**src/rtl/prog_loader_if.sv**
```systemverilog
// Byte-stream handshake plus instruction-memory write bus for the boot loader.
interface prog_loader_if #(
  parameter int unsigned ADDR_W = 32
);
  logic [7:0]        in_byte;
  logic              in_valid;
  logic              in_ready;
  logic              imem_we;
  logic [ADDR_W-1:0] imem_addr;
  logic [31:0]       imem_wdata;

  modport master (
    output in_byte, in_valid,
    input  in_ready, imem_we, imem_addr, imem_wdata
  );

  modport slave (
    input  in_byte, in_valid,
    output in_ready, imem_we, imem_addr, imem_wdata
  );
endinterface

```
**src/rtl/prog_loader.sv**
```systemverilog
// Boot-time loader: assembles big-endian words from a byte stream, writes them
// to instruction memory and releases the core once the XOR checksum matches.
module prog_loader #(
  parameter int unsigned MAX_WORDS = 256,
  parameter int unsigned ADDR_W    = 32
) (
  input  logic         clk,
  input  logic         reset,
  prog_loader_if.slave bus,
  output logic         cpu_hold,
  output logic         done,
  output logic         error
);

  localparam int unsigned CNT_W = 16;
  localparam logic [CNT_W-1:0] MAX_N = CNT_W'(MAX_WORDS);

  typedef enum logic [2:0] {
    CNT_HI, CNT_LO, DATA, WRITE, CHK, DONE, ERR
  } state_t;

  state_t             state_q, state_d;
  logic [CNT_W-1:0]   cnt_q, cnt_d;
  logic [CNT_W-1:0]   idx_q, idx_d;
  logic [1:0]         bcnt_q, bcnt_d;
  logic [7:0]         acc_q, acc_d;
  logic [31:0]        word_q, word_d;
  logic               we_q, we_d;
  logic [ADDR_W-1:0]  addr_q, addr_d;
  logic [31:0]        wdata_q, wdata_d;
  logic               hold_q, hold_d;
  logic               done_q, done_d;
  logic               err_q, err_d;

  logic               in_ready_c;
  logic               accept_c;
  logic [CNT_W-1:0]   n_c;
  logic [CNT_W-1:0]   idx_inc_c;
  logic [31:0]        word_next_c;

  // Ready decodes state only; gated by reset so nothing is taken while held
  always_comb begin
    in_ready_c = 1'b0;
    case (state_q)
      CNT_HI, CNT_LO, DATA, CHK: in_ready_c = 1'b1;
      default:                   in_ready_c = 1'b0;
    endcase
    in_ready_c = in_ready_c & reset;
  end

  assign accept_c    = bus.in_valid & in_ready_c;
  assign n_c         = {cnt_q[15:8], bus.in_byte};
  assign idx_inc_c   = idx_q + CNT_W'(1);
  assign word_next_c = {word_q[23:0], bus.in_byte};

  always_ff @(posedge clk or negedge reset) begin
    if (!reset) begin
      state_q <= CNT_HI;
      cnt_q   <= '0;
      idx_q   <= '0;
      bcnt_q  <= '0;
      acc_q   <= '0;
      word_q  <= '0;
      we_q    <= 1'b0;
      addr_q  <= '0;
      wdata_q <= '0;
      hold_q  <= 1'b1;
      done_q  <= 1'b0;
      err_q   <= 1'b0;
    end else begin
      state_q <= state_d;
      cnt_q   <= cnt_d;
      idx_q   <= idx_d;
      bcnt_q  <= bcnt_d;
      acc_q   <= acc_d;
      word_q  <= word_d;
      we_q    <= we_d;
      addr_q  <= addr_d;
      wdata_q <= wdata_d;
      hold_q  <= hold_d;
      done_q  <= done_d;
      err_q   <= err_d;
    end
  end

  // Next-state and next-output decode; write strobe is a one-cycle pulse
  always_comb begin
    state_d = state_q;
    cnt_d   = cnt_q;
    idx_d   = idx_q;
    bcnt_d  = bcnt_q;
    acc_d   = acc_q;
    word_d  = word_q;
    we_d    = 1'b0;
    addr_d  = addr_q;
    wdata_d = wdata_q;
    hold_d  = hold_q;
    done_d  = done_q;
    err_d   = err_q;

    case (state_q)
      CNT_HI: begin
        if (accept_c) begin
          cnt_d   = {bus.in_byte, 8'h00};
          state_d = CNT_LO;
        end
      end
      CNT_LO: begin
        if (accept_c) begin
          cnt_d = n_c;
          if (n_c == '0 || n_c > MAX_N) begin
            err_d   = 1'b1;
            state_d = ERR;
          end else begin
            idx_d   = '0;
            bcnt_d  = '0;
            acc_d   = '0;
            state_d = DATA;
          end
        end
      end
      DATA: begin
        if (accept_c) begin
          word_d = word_next_c;
          acc_d  = acc_q ^ bus.in_byte;
          bcnt_d = bcnt_q + 2'd1;
          if (bcnt_q == 2'd3) begin
            we_d    = 1'b1;
            addr_d  = ADDR_W'({idx_q, 2'b00});
            wdata_d = word_next_c;
            state_d = WRITE;
          end
        end
      end
      WRITE: begin
        idx_d   = idx_inc_c;
        state_d = (idx_inc_c == cnt_q) ? CHK : DATA;
      end
      CHK: begin
        if (accept_c) begin
          if (bus.in_byte == acc_q) begin
            done_d  = 1'b1;
            hold_d  = 1'b0;
            state_d = DONE;
          end else begin
            err_d   = 1'b1;
            state_d = ERR;
          end
        end
      end
      DONE:    state_d = DONE;
      ERR:     state_d = ERR;
      default: state_d = ERR;
    endcase
  end

  assign bus.in_ready   = in_ready_c;
  assign bus.imem_we    = we_q;
  assign bus.imem_addr  = addr_q;
  assign bus.imem_wdata = wdata_q;
  assign cpu_hold       = hold_q;
  assign done           = done_q;
  assign error          = err_q;

endmodule
```
**src/flat_wrapper.sv**
```systemverilog
// flat-port wrapper written by rule: the top's interface ports become plain ports
module prog_loader_flat 
#(
  parameter int unsigned MAX_WORDS = 256,
  parameter int unsigned ADDR_W    = 32
)
  (clk, reset, cpu_hold, done, error, bus_in_byte, bus_in_valid, bus_in_ready, bus_imem_we, bus_imem_addr, bus_imem_wdata);
  prog_loader_if #(.ADDR_W(ADDR_W)) bus_i ();
  input  logic clk;
  input  logic reset;
  output logic cpu_hold;
  output logic done;
  output logic error;
  input wire logic [$bits(bus_i.in_byte)-1:0] bus_in_byte;
  input wire logic [$bits(bus_i.in_valid)-1:0] bus_in_valid;
  output wire logic [$bits(bus_i.in_ready)-1:0] bus_in_ready;
  output wire logic [$bits(bus_i.imem_we)-1:0] bus_imem_we;
  output wire logic [$bits(bus_i.imem_addr)-1:0] bus_imem_addr;
  output wire logic [$bits(bus_i.imem_wdata)-1:0] bus_imem_wdata;
  assign bus_i.in_byte = bus_in_byte;
  assign bus_i.in_valid = bus_in_valid;
  assign bus_in_ready = bus_i.in_ready;
  assign bus_imem_we = bus_i.imem_we;
  assign bus_imem_addr = bus_i.imem_addr;
  assign bus_imem_wdata = bus_i.imem_wdata;
  prog_loader #(.MAX_WORDS(MAX_WORDS), .ADDR_W(ADDR_W)) u_core (.clk(clk), .reset(reset), .bus(bus_i), .cpu_hold(cpu_hold), .done(done), .error(error));
endmodule
```
**config.mk**
```make
export PLATFORM = sky130hd
export DESIGN_NAME = prog_loader_flat
export DESIGN_NICKNAME = d
export VERILOG_FILES = /design/src/rtl/prog_loader_if.sv /design/src/rtl/prog_loader.sv /design/src/flat_wrapper.sv
export SDC_FILE = /design/constraint.sdc
export NUM_CORES = 1
export LEC_CHECK = 0
export CAP_MARGIN = 30
export CELL_PAD_IN_SITES_DETAIL_PLACEMENT = 1
export CELL_PAD_IN_SITES_GLOBAL_PLACEMENT = 2
export CORE_MARGIN = 5
export CORE_UTILIZATION = 35
export DETAILED_ROUTE_END_ITERATION = 8
export GPL_TIMING_DRIVEN = 1
export MAX_ROUTING_LAYER = met4
export PLACE_DENSITY = 0.8
export REMOVE_ABC_BUFFERS = 1
export SETUP_SLACK_MARGIN = 0.1
export SYNTH_ARGS = -nofsm -noshare
export SYNTH_HDL_FRONTEND = slang
export SYNTH_SLANG_ARGS = --single-unit
export TNS_END_PERCENT = 5
```
**constraint.sdc**
```tcl
create_clock -name clk -period 2.7 [get_ports clk]
set_input_delay 0.27 -clock clk [delete_from_list [all_inputs] [get_ports clk]]
set_output_delay 0.27 -clock clk [all_outputs]
set_load 0.02 [all_outputs]
```
==> flow_summary_export.csv, run 1 <==
group,metric,value,unit
timing,timing.final.crit_share,90.8,%
drt,via_per_inst,5.05,
grt,grt_pass1_wl,24200,microns
die,io_pins,80,
run,maxCapViolCount,0,
clock_network,clk_pin_slew,0.05,ns
yosys,synth_common_cells,"120 x dfrtp_1, 97 x nand2_1, 47 x mux2_2",
timing,period_needed,2.45,ns
yosys,synth_ff_type,"dfrtp_1",
drt,drt_pass1_iterations,4,
timing,rsz0062_at_grt,"no",
grt,grt_max_degree,63,
drt,ant_nets,0,
drt,drtIter0Drc,226,
yosys,synth_top_area_share,53.1,%
timing,fmax,408,MHz
place,port_buffers,63,
drt,drcViolationCount,0,
clock_network,post-cts-setup-buffer-count,0,
min_path,hold_depth,1,
setup_path,crit_arrival,2.75,ns
cells_and_area,multi_input_area,2350,sq um
cells_and_area,drive_gt1_share,18.9,%
die,row_count,46,
drt,routedWlPerCell,16.7,microns
clock_network,cts_tree,"built",
timing,layout_setup_ws,0.248,ns
cells_and_area,fill_cells,1773,
timing,timing.hold.ws,0.460,ns
min_path,holdCritStartpoint,"u_core.error",
min_path,min_to,"u_core.error",
place,gpl.final_weighted_congestion,0.875,
timing,finalHoldViolCount,0,
timing,setup_viol,0,
setup_path,cp-startpoint,"u_core.idx_q[1]",
grt,globalRouteOverflowTotal,0,
pwr,finalPower,4.43,mW
clock_network,clk_path_buf_depth,2,
clock_network,insertion_delay,0.42,ns
yosys,postSynthCellCount,552,
setup_path,start_kind,"flop",
yosys,synth_area,5660,sq um
yosys,ys_warn_count,0,
grt,grt_use_total,17.2,%
die,core,15900,sq um
pwr,cellLeakagePower,3.37,nW
die,die_h,137,microns
clock_network,root_buffer,"clkbuf_16",
yosys,synth_edf_count,0,
cells_and_area,layout.nets,638,
cells_and_area,syn2layout_area_growth,27.0,%
outcome,run_status,"finished, final reports clean",
setup_path,reg2reg_slack,0.25,ns
setup_path,rr_worst_depth,8,
clock_network,cts_sinks,121,
timing,fin_skew,0.0168,ns
cells_and_area,design_area,7190,sq um
grt,grt_antenna_before_repair,0,
timing,max_slew_margin,48.4,%
drt,wl,14300,microns
pwr,p_per_area,616,nW/um^2
cells_and_area,final-seq-area,3030,sq um
yosys,synthArstFlopShare,100,%
place,placed_area,6540,sq um
yosys,seq_area_frac_synth,53.5,%
setup_path,r2r-start,"u_core.idx_q[1]",
yosys,avgSynthCellArea,10.3,sq um
drt,via_count,4303,
place,place_ws,0.0966,ns
yosys,synth_largest_area_cell,"dfrtp_1",
timing,final_max_slew_viol_count,0,
die,die_width,137,microns
setup_path,crit_type,"flop to flop",
min_path,hold_path_class,"flop to flop",
setup_path,worstPathMaxFanout,7,
timing,setup_tns,0,ns
grt,grt_pass1_vias,4568,
yosys,yosysMostFrequentCell,"dfrtp_1",
clock_network,cts-htree-levels,4,
place,hpwl,10100,microns
yosys,ys_seq_elements,121,
pwr,peakVddDrop,0.000426,V
die,initial_core_util,35.6,%
yosys,synth_area_leaders,"dfrtp_1 53%, mux2_2 9.4%, nand2_1 6.4%, xnor2_1 3.9%, o21ai_0 3.6%",
cells_and_area,diodes,0,
clock_network,numCtsBuffers,17,
setup_path,r2r-end,"u_core.state_q[1]",
timing,tightest_slew,0.775,ns
die,dieArea,18800,sq um
setup_path,cp-end-kind,"flop",
yosys,ys_types,49,
setup_path,required,3.00,ns
how the worst max path moves through the flow:
stage,cells past startpoint,to,slack [ns]
after floorplan,5,u_core.bus.imem_addr[10],-0.79
after global placement,8,u_core.state_q[1],0.22
after detailed placement,8,u_core.state_q[1],0.1
after CTS,8,u_core.state_q[1],0.14
after global routing,8,u_core.state_q[1],0.11
final,8,u_core.state_q[1],0.25
where the power goes:
part | switching, mW | leakage, nW | total, mW | internal (mW)
Sequential | 0.0228 | 1.55 | 1.86 | 1.84
Combinational | 0.103 | 1.51 | 0.159 | 0.0566
Clock | 0.780 | 0.301 | 2.41 | 1.63
Total | 0.906 | 3.37 | 4.43 | 3.52
logic make-up after synthesis:
logic type | after synthesis | synth area share, %
fa+ha+maj | 2 | 0.442
other cells | 1 | 0.0663
buf+inv | 67 | 6.10
flops | 121 | 53.5
compound gates | 95 | 10.2
mux | 49 | 9.71
xor+xnor | 34 | 5.26
simple gates | 183 | 14.7
what timing repair did:
item / in CTS / in global routing
hold buffers: 1 / 0
endpoints found under the setup margin: 1 / 2
pin swaps: 0 / 0
resized for setup: 1 / 7
endpoints found under the hold margin: 58 / 0
placed cells by master (no fill, tap or decap), types with 2 or more instances in the layout:
cell type,instances
inv_1,14
ha_1,2
clkdlybuf4s50_1,62
a21o_1,3
nor4_1,5
a21oi_1,14
nand4_1,10
o211ai_1,3
nand2b_1,2
a221oi_1,2
a22o_1,10
xor2_1,9
and2_1,2
a31oi_1,2
buf_4,29
clkinvlp_4,2
dfrtp_1,116
clkbuf_1,2
mux2i_1,2
nand2_1,96
xnor2_1,25
nand3_1,17
dfrtp_2,4
clkbuf_16,17
o31ai_1,6
nor2_1,31
conb_1,16
nor2b_1,2
clkbuf_8,4
o21ai_1,6
bufinv_16,4
nand2_2,2
o21ai_0,41
mux2_2,47
nor3_1,5
registers in the layout, indices dropped and copies added (netlist names), 2 cells and up:
register and cells:
u_core.bus.imem_addr 16, u_core.idx_q 16, u_core.cnt_q 16, u_core.bus.imem_wdata 32, u_core.state_q 3, u_core.bcnt_q 2, u_core.word_q 24, u_core.acc_q 8
metal layers:
metal,track usage (%),wire length [microns],share of wire [%]
met1,21.3,6580,46
met2,28.1,6990,49
met3,3.60,518,3.6
met4,5.71,167,1.2
met5,-,0,0
critical path: stages, from the launching register on:
cell and delay, ns:
dfrtp_1 0.41, ha_1 0.19, and4_4 0.26, nand2_2 0.09
xor2_1 0.15, a221oi_1 0.32, nand3_1 0.12, or4_1 0.58
a21o_1 0.21
final cells by class:
type	instances	area share, %
clock buffers	23	6.79
clock inverters	7	1.95
inverters	14	0.731
multi-input cells	379	32.8
flip-flops and latches	121	42.2
well taps	216	3.76
repair buffers	92	11.8
metrics by stage:
step	util, %	cells
final	45.3	852
after global routing	45.3	852
after CTS	45.2	852
after detailed placement	41.1	821
after global placement	41.1	821
after floorplan	-	514
(Power assumes the default switching activity.)
==> run 2: changes to the inputs <==
--- a/config.mk
+++ b/config.mk
@@ -5,9 +5,10 @@
 export SDC_FILE = /design/constraint.sdc
 export NUM_CORES = 1
 export LEC_CHECK = 0
-export CAP_MARGIN = 30
+export CAP_MARGIN = 20
 export CELL_PAD_IN_SITES_DETAIL_PLACEMENT = 1
 export CELL_PAD_IN_SITES_GLOBAL_PLACEMENT = 2
+export CORE_ASPECT_RATIO = 0.75
 export CORE_MARGIN = 5
 export CORE_UTILIZATION = 35
 export DETAILED_ROUTE_END_ITERATION = 8
==> flow_summary_export.csv, run 2 (synthesis results as in run 1) <==
group,metric,value,unit
pwr,switching_share,21.5,%
drt,routedWlPerCell,17.6,microns
die,dieArea,18800,sq um
drt,wl_met1,7370,microns
timing,fin_skew,0.00974,ns
grt,grt_pass1_vias,4712,
die,die_h,120,microns
outcome,run_status,"finished, final reports clean",
timing,max_slew_margin,50.8,%
setup_path,worstPathMaxFanout,9,
setup_path,start_kind,"flop",
cells_and_area,layout.nets,640,
timing,final_max_slew_viol_count,0,
setup_path,cp-end-kind,"flop",
drt,top_layer,"met4",
cells_and_area,final_common_cell,"dfrtp_1",
die,core,16000,sq um
setup_path,cp_slowest_cell,"or4_1",
pwr,clkPwrFrac,54.1,%
place,placed_area,6540,sq um
timing,timing.final.crit_share,91.8,%
place,hpwl,10500,microns
clock_network,post-cts-setup-buffer-count,0,
pwr,seq_power_share,42.3,%
run,maxCapViolCount,0,
drt,via_count,4315,
clock_network,insertion_delay,0.42,ns
grt,grt_pass1_wl,25000,microns
setup_path,r2r-start,"u_core.idx_q[2]",
setup_path,crit_family,"simple AND/OR/NAND/NOR gates",
timing,setup_tns,0,ns
clock_network,cts-htree-levels,4,
pwr,p_int,3.45,mW
grt,grt_antenna_before_repair,0,
drt,drtIter0Drc,186,
setup_path,crit_arrival,2.78,ns
drt,drcViolationCount,0,
setup_path,reg2reg_slack,0.22,ns
grt,grt_max_degree,61,
clock_network,clk_pin_slew,0.06,ns
die,die_width,157,microns
timing,setup_viol,0,
cells_and_area,design_area,7200,sq um
clock_network,cts_sinks,121,
drt,drt_pass1_iterations,4,
drt,met3_length,644,microns
place,port_buffers,63,
die,row_count,40,
cells_and_area,drive_gt1_share,19.6,%
setup_path,required,3.00,ns
grt,globalRouteOverflowTotal,0,
clock_network,clk_path_buf_depth,2,
cells_and_area,final_cell_mix,"116 x dfrtp_1, 96 x nand2_1, 62 x clkdlybuf4s50_1",
cells_and_area,largest_register_ffs,32,
timing,period_needed,2.48,ns
pwr,cellLeakagePower,3.37,nW
timing,finalHoldViolCount,0,
min_path,hold_path_class,"input port to asynchronous set/reset pin",
pwr,finalPower,4.40,mW
clock_network,cts_tree,"built",
die,initial_core_util,35.4,%
timing,tightest_slew,0.737,ns
grt,grt_use_total,17.3,%
place,gpl.final_weighted_congestion,0.863,
setup_path,crit_chain,"and4_4 > nand2_2 > xor2_1 > a221oi_1 > nand3_1 > or4_1 > a21o_1",
setup_path,crit_type,"flop to flop",
setup_path,rr_worst_depth,7,
pwr,peakVddDrop,0.000441,V
setup_path,r2r-end,"u_core.state_q[1]",
drt,wl_met2,6870,microns
clock_network,root_buffer,"clkbuf_16",
cells_and_area,fill_cells,1762,
pwr,p_comb_share,3.6,%
place,place_ws,0.0134,ns
pwr,power.switching,947,uW
clock_network,numCtsBuffers,17,
timing,fmax,403,MHz
die,io_pins,80,
timing,layout_setup_ws,0.221,ns
timing,rsz0062_at_grt,"no",
drt,wl,15000,microns
drt,via_per_inst,5.08,
cells_and_area,diodes,0,
pwr,p_per_area,610,nW/um^2
setup_path,crit_buf_inv,0,
cells_and_area,syn2layout_area_growth,27.3,%
setup_path,max_stage_delay,0.57,ns
drt,ant_nets,0,
==> run 2: changes by cell type in the layout (fill, tap and decap cells not counted), moves of 2 or more <==
cell | previous run | this run
buf_4 | 29 | 31
clkinv_2 | 1 | 3
clkbuf_8 | 4 | 1
clkinv_4 | 0 | 2
==> run 2: worst max path at each step <==
stage	startpoint	end	slack, ns	cells past startpoint
5_1_grt	u_core.idx_q[6]	u_core.state_q[1]	0.11	8
4_1_cts	u_core.idx_q[1]	u_core.state_q[1]	0.15	8
3_5_place_dp	u_core.idx_q[1]	u_core.state_q[1]	0.01	8
6_report	u_core.idx_q[2]	u_core.state_q[1]	0.22	7
3_3_place_gp	u_core.idx_q[1]	u_core.state_q[1]	0.17	8
2_1_floorplan	u_core.state_q[0]	u_core.bus.imem_addr[10]	-0.79	5
==> run 2: power groups by stage <==
stage          combinational, mW  sequential, mW  clock (mW)
2_1_floorplan             0.0660            1.88           0
5_1_grt                    0.180            1.86        2.51
4_1_cts                    0.163            1.86        2.42
6_report                   0.160            1.86        2.38
3_5_place_dp               0.161            1.89           0
3_3_place_gp               0.157            1.89           0
==> run 2: layout make-up <==
type,count,area [sq um],area share (%)
repair buffers,94,863,12.0
multi-input cells,379,2370,32.9
flip-flops and latches,121,3030,42.1
well taps,210,263,3.65
inverters,14,52.6,0.729
clock buffers,19,443,6.15
clock inverters,12,175,2.43
==> run 2: worst register-to-register path, cell delays in order (launching register included) <==
cell and delay (ns):
dfrtp_1 0.55, and4_4 0.35, nand2_2 0.09, xor2_1 0.14, a221oi_1 0.33, nand3_1 0.15
or4_1 0.57, a21o_1 0.20
==> run 2: timing repair <==
action	4_1_cts	5_1_grt
hold buffers	1	0
hold endpoints to repair	19	0
setup endpoints to repair	2	1
gates resized for setup	3	7
==> run 2: stage by stage <==
step | hold slack (ns) | util, % | instances
floorplan | -0.0256 | - | 514
global placement | 0.184 | 41.0 | 817
detailed placement | 0.192 | 41.0 | 817
CTS | 0.292 | 45.0 | 849
global route | 0.330 | 45.1 | 849
finish | 0.306 | 45.1 | 849
==> run 2: layer usage <==
| metal | global-route usage (%) | up-vias |
|---|---|---|
| li1 | - | 2007 |
| met1 | 23.9 | 2213 |
| met2 | 25.8 | 91 |
| met3 | 4.29 | 4 |
| met4 | 4.07 | 0 |
| met5 | - | - |
